### src/rtl/fp_align.sv
// rtl/fp_align.sv - single-precision operand alignment ahead of a floating-point adder
module fp_align (
    input  logic        i_clk,
    input  logic        i_rst,
    input  logic        i_valid,
    output logic        o_ready,
    input  logic [31:0] i_a,
    input  logic [31:0] i_b,
    output logic        o_valid,
    input  logic        i_ready,
    output logic [7:0]  o_exp,
    output logic [27:0] o_mant_big,
    output logic [27:0] o_mant_small,
    output logic        o_sign_big,
    output logic        o_sign_small,
    output logic        o_swap,
    output logic        o_special
);

    typedef enum logic [1:0] {
        IDLE  = 2'd0,
        SHIFT = 2'd1,
        DONE  = 2'd2
    } state_t;

    state_t      r_state;
    state_t      w_next;
    logic [4:0]  r_cnt;
    logic [7:0]  r_exp;
    logic [27:0] r_mant_big;
    logic [27:0] r_mant_small;
    logic        r_sign_big;
    logic        r_sign_small;
    logic        r_swap;
    logic        r_special;

    logic [7:0]  w_e_a;
    logic [7:0]  w_e_b;
    logic [27:0] w_m_a;
    logic [27:0] w_m_b;
    logic        w_b_big;
    logic [7:0]  w_e_big;
    logic [7:0]  w_e_small;
    logic [27:0] w_m_big;
    logic [27:0] w_m_small;
    logic [7:0]  w_d;
    logic        w_special;
    logic        w_accept;
    logic        w_direct;

    // Denormals and zeros behave as exponent 1 with no hidden bit.
    assign w_e_a = (i_a[30:23] == 8'd0) ? 8'd1 : i_a[30:23];
    assign w_e_b = (i_b[30:23] == 8'd0) ? 8'd1 : i_b[30:23];
    assign w_m_a = {1'b0, (i_a[30:23] != 8'd0), i_a[22:0], 3'b000};
    assign w_m_b = {1'b0, (i_b[30:23] != 8'd0), i_b[22:0], 3'b000};

    // On a full tie operand a stays big.
    assign w_b_big   = (w_e_b > w_e_a) || ((w_e_b == w_e_a) && (w_m_b > w_m_a));
    assign w_e_big   = w_b_big ? w_e_b : w_e_a;
    assign w_e_small = w_b_big ? w_e_a : w_e_b;
    assign w_m_big   = w_b_big ? w_m_b : w_m_a;
    assign w_m_small = w_b_big ? w_m_a : w_m_b;
    assign w_d       = w_e_big - w_e_small;
    assign w_special = (i_a[30:23] == 8'hFF) || (i_b[30:23] == 8'hFF);
    assign w_accept  = i_valid && (r_state == IDLE);
    assign w_direct  = w_special || (w_d == 8'd0) || (w_d >= 8'd27);

    always_ff @(posedge i_clk or posedge i_rst) begin
        if (i_rst) begin
            r_state <= IDLE;
        end else begin
            r_state <= w_next;
        end
    end

    always_comb begin
        w_next = r_state;
        case (r_state)
            IDLE: begin
                if (i_valid) begin
                    w_next = w_direct ? DONE : SHIFT;
                end
            end
            SHIFT: begin
                if (r_cnt <= 5'd1) begin
                    w_next = DONE;
                end
            end
            DONE: begin
                if (i_ready) begin
                    w_next = IDLE;
                end
            end
            default: w_next = IDLE;
        endcase
    end

    always_ff @(posedge i_clk or posedge i_rst) begin
        if (i_rst) begin
            r_cnt        <= 5'd0;
            r_exp        <= 8'd0;
            r_mant_big   <= 28'd0;
            r_mant_small <= 28'd0;
            r_sign_big   <= 1'b0;
            r_sign_small <= 1'b0;
            r_swap       <= 1'b0;
            r_special    <= 1'b0;
        end else if (w_accept) begin
            r_exp        <= w_e_big;
            r_mant_big   <= w_m_big;
            r_sign_big   <= w_b_big ? i_b[31] : i_a[31];
            r_sign_small <= w_b_big ? i_a[31] : i_b[31];
            r_swap       <= w_b_big;
            r_special    <= w_special;
            if (!w_special && (w_d >= 8'd27)) begin
                r_mant_small <= {27'd0, |w_m_small};
                r_cnt        <= 5'd0;
            end else if (w_direct) begin
                r_mant_small <= w_m_small;
                r_cnt        <= 5'd0;
            end else begin
                r_mant_small <= w_m_small;
                r_cnt        <= w_d[4:0];
            end
        end else if (r_state == SHIFT) begin
            // One position per edge; the bit falling off folds into the sticky bit.
            r_mant_small <= {1'b0, r_mant_small[27:2], r_mant_small[1] | r_mant_small[0]};
            r_cnt        <= r_cnt - 5'd1;
        end
    end

    assign o_ready      = (r_state == IDLE);
    assign o_valid      = (r_state == DONE);
    assign o_exp        = r_exp;
    assign o_mant_big   = r_mant_big;
    assign o_mant_small = r_mant_small;
    assign o_sign_big   = r_sign_big;
    assign o_sign_small = r_sign_small;
    assign o_swap       = r_swap;
    assign o_special    = r_special;

endmodule

### config.mk
export PLATFORM = sky130hd
export DESIGN_NAME = fp_align
export DESIGN_NICKNAME = d
export VERILOG_FILES = /design/src/rtl/fp_align.sv
export SDC_FILE = /design/constraint.sdc
export NUM_CORES = 1
export LEC_CHECK = 0
export ABC_AREA = 1
export BUFFER_PORTS_ARGS = -buffer_cell sky130_fd_sc_hd__buf_2
export CORE_MARGIN = 2
export CORE_UTILIZATION = 32
export CTS_CLUSTER_SIZE = 40
export DETAILED_ROUTE_END_ITERATION = 12
export PLACE_DENSITY = 0.62
export SLEW_MARGIN = 20
export SYNTH_ARGS = -nofsm -noshare
export SYNTH_HDL_FRONTEND = slang
export SYNTH_SLANG_ARGS = --single-unit
### constraint.sdc
create_clock -name i_clk -period 2.4 [get_ports i_clk]
set_input_delay 0.12 -clock i_clk [delete_from_list [all_inputs] [get_ports i_clk]]
set_output_delay 0.12 -clock i_clk [all_outputs]
set_load 0.01 [all_outputs]
==> metrics.cfg <==
[run_status]
outcome=finished, violations left
violations=setup timing

[synth]
synth_fa_ha_area_share_pct=7.87
ys_types=38
yosys.area.top_type_share_pct=31.5
synthCells=813
avgSynthCellArea_um2=6.84
netlist_area_um2=5560
synth_compound_area_share_pct=18.1
synth_area_leaders=dfrtp_1 31%, nand2_1 11%, o21ai_0 9.6%
synth-async-reset-ratio_pct=100
synth_top_family_by_area=simple AND/OR/NAND/NOR gates
ys_seq_area_share_pct=31.5
synth_edf_count=0
yosysTopAreaCell=dfrtp_1
synth-seq-cells=70
yosysMostFrequentCell=nand2_1
yosysWarnings=0
synth_simple_gate_area_share_pct=30.6
synth-main-ff-cell=dfrtp_1
synthMuxAreaShare_pct=0
synth_common_cells=170 x nand2_1, 116 x inv_1, 107 x o21ai_0, 83 x nor2_1, 70 x dfrtp_1
synth_xor_xnor_area_share_pct=0

[worst_setup_path]
worstSetupPathType=input pin to flop
timing.rr.start=r_state[0]
rrSetupSlack_ns=0.43
cpMaxStageDelayCell=nor4_4
cp_common_cell=nand2_2
cp-end-kind=flop
reg2reg_depth=8
crit_arrival_ns=3.37
crit_fanout=5
start_kind=input pin
timing.rr.end=o_mant_small[20]
critPathRequiredTime_ns=2.68
critical-path-max-stage-delay_ns=0.26

[detailed_routing]
drt_wl_total_um=19500
dr.pass1.iters=5
drc=0
vias=6335
routed_via_density=4.77
ant_nets=0
wl_per_cell_um=14.7
drtIter0Drc=409

[grt]
grtUsageTotal_pct=20.5
grt_pass1_vias=6089
grt_first_pass_wirelength_um=29900
antenna_found_initial=3
grt_max_degree=38
overflow=0

[cells_and_area]
multi_input_area_um2=3880
layout-area-overhead-vs-synth_pct=63.5
nFillCells=1588
drive_gt1_share_pct=48.8
nets=1198
seqCellArea_um2=1750

[placement]
dp_hpwl_um=13700
place.gp.congestion=0.873
pre_cts_slack_ns=-0.946
port_buffers=132

[timing]
max_slew.worst_pin.slew_ns=0.742
fmax_ghz=0.324
grt_setup_unrepaired=true
setup_slack_ns=-0.687
finalMaxSlewViolations=0
slew_headroom_pct=50.5
tns_ns=-29.42
hold_viol=0
setup-violations-final=60
min_period_ns=3.09
fin_worst_skew_ns=0.00931
post-route-period-util_pct=129

[cts]
cts_num_sinks=70
clkTransAtPathRegs_ns=0.06
htree_levels=3
clockBufferDepth=2
cts_made_buffers=9
clock_latency_ns=0.35
root_buffer=clkbuf_16
cts_tree=done

[die]
num_rows=48
pin_count=138
core_um2=17100
die_w_um=136
start_util_pct=32.5
die_h_um=136
die-area_um2=18500

[hold_path]
min_path_type=input pin to flop
worstHoldStart=i_a[13]
hold_end=o_mant_big[16]
hold_depth=3

[pwr]
power.internal_mw=4.53
powerDensity_nw_per_um2=861
p_leak_nw=4.91
share_comb_of_total_power_pct=54.8
seqPwrFrac_pct=27.2
ir_drop_uv=416
power.share.clock_pct=18.1
p_sw_mw=3.30
swShare_pct=42.1

[run]
maxCapViolations=0

==> how the worst max path moves through the flow <==
stage          slack [ns]  cells after the start          endpoint  startpoint
6_report            -0.69                     29  o_mant_small[20]     i_a[24]
5_1_grt             -0.86                     29  o_mant_small[17]     i_a[28]
4_1_cts             -0.53                     27  o_mant_small[25]     i_b[27]
3_5_place_dp        -0.95                     28  o_mant_small[25]     i_b[27]
3_3_place_gp        -0.88                     28  o_mant_small[25]     i_b[23]
2_1_floorplan       -0.43                     27  o_mant_small[12]     i_b[27]
==> through the flow <==
step / power, mW / instance area [um2] / hold slack [ns] / std cells / util, %
detailed placement: 5.74 / 7430 / 0.254 / 1261 / 43.4
CTS: 7.47 / 8380 / 0.0521 / 1305 / 48.9
global route: 8.43 / 9090 / 0.0457 / 1327 / 53.1
global placement: 5.69 / 7430 / 0.257 / 1261 / 43.4
floorplan: 4.29 / 5720 / 0.295 / 817 / -
finish: 7.83 / 9090 / 0.0335 / 1328 / 53.1
==> flip-flops by register name (all words and copies together) (netlist names) <==
name / count
o_exp: 8
o_mant_big: 24
o_mant_small: 27
o_sign_big: 1
o_sign_small: 1
o_special: 1
o_swap: 1
r_cnt: 5
r_state: 2
==> power by group through the flow <==
stage | sequential, mW | clock [mW] | combinational (mW)
6_report | 2.13 | 1.42 | 4.29
5_1_grt | 2.20 | 1.47 | 4.76
4_1_cts | 2.13 | 1.43 | 3.91
3_5_place_dp | 2.14 | 0 | 3.60
3_3_place_gp | 2.15 | 0 | 3.55
2_1_floorplan | 2.32 | 0 | 1.97
==> placed cells by master, fill, tap and decap left out, types with 24 or more instances in the layout <==
cell,instances
nand2_2,31
inv_1,103
nand2_4,32
ha_1,32
or2_2,24
nand2_1,143
buf_6,30
o21ai_2,28
o21ai_1,33
buf_2,125
nor2_1,58
buf_4,134
o21ai_0,47
dfrtp_1,70
==> per-layer routing <==
layer | track usage [%] | part of all wire [%] | vias up
met5 | 0 | 0 | -
met4 | 7.35 | 2.9 | 0
met3 | 3.47 | 5.2 | 37
met2 | 34.1 | 48 | 185
met1 | 26.9 | 44 | 2937
li1 | - | - | 3176
==> cell type report <==
class / count / area share (%)
multi-input combinational: 586 / 42.7
timing repair buffer: 311 / 26.3
sequential: 70 / 19.3
inverter: 117 / 5.30
tap: 225 / 3.10
clock buffer: 11 / 2.67
clock inverter: 5 / 0.647
antenna: 3 / 0.0826
==> critical path, delay by kind of cell <==
kind / cells / cell delay [ns]
simple gates: 15 / 1.38
fa+ha+maj: 1 / 0.12
compound gates: 5 / 0.84
buf+inv: 8 / 0.88
==> cells by family after synthesis <==
group,after synthesis
compound gates,173
fa+ha+maj,35
buf+inv,162
flops,70
other cells,1
simple gates,372
==> repair_timing <==
item	in CTS	in global routing
endpoints found under the setup margin	43	63
hold buffers	1	0
cloned	3	4
pin swaps	21	62
gates resized for setup	95	176
hold endpoints to repair	70	0
setup buffers	25	22
Note: power is estimated with default switching activity, not from simulation.
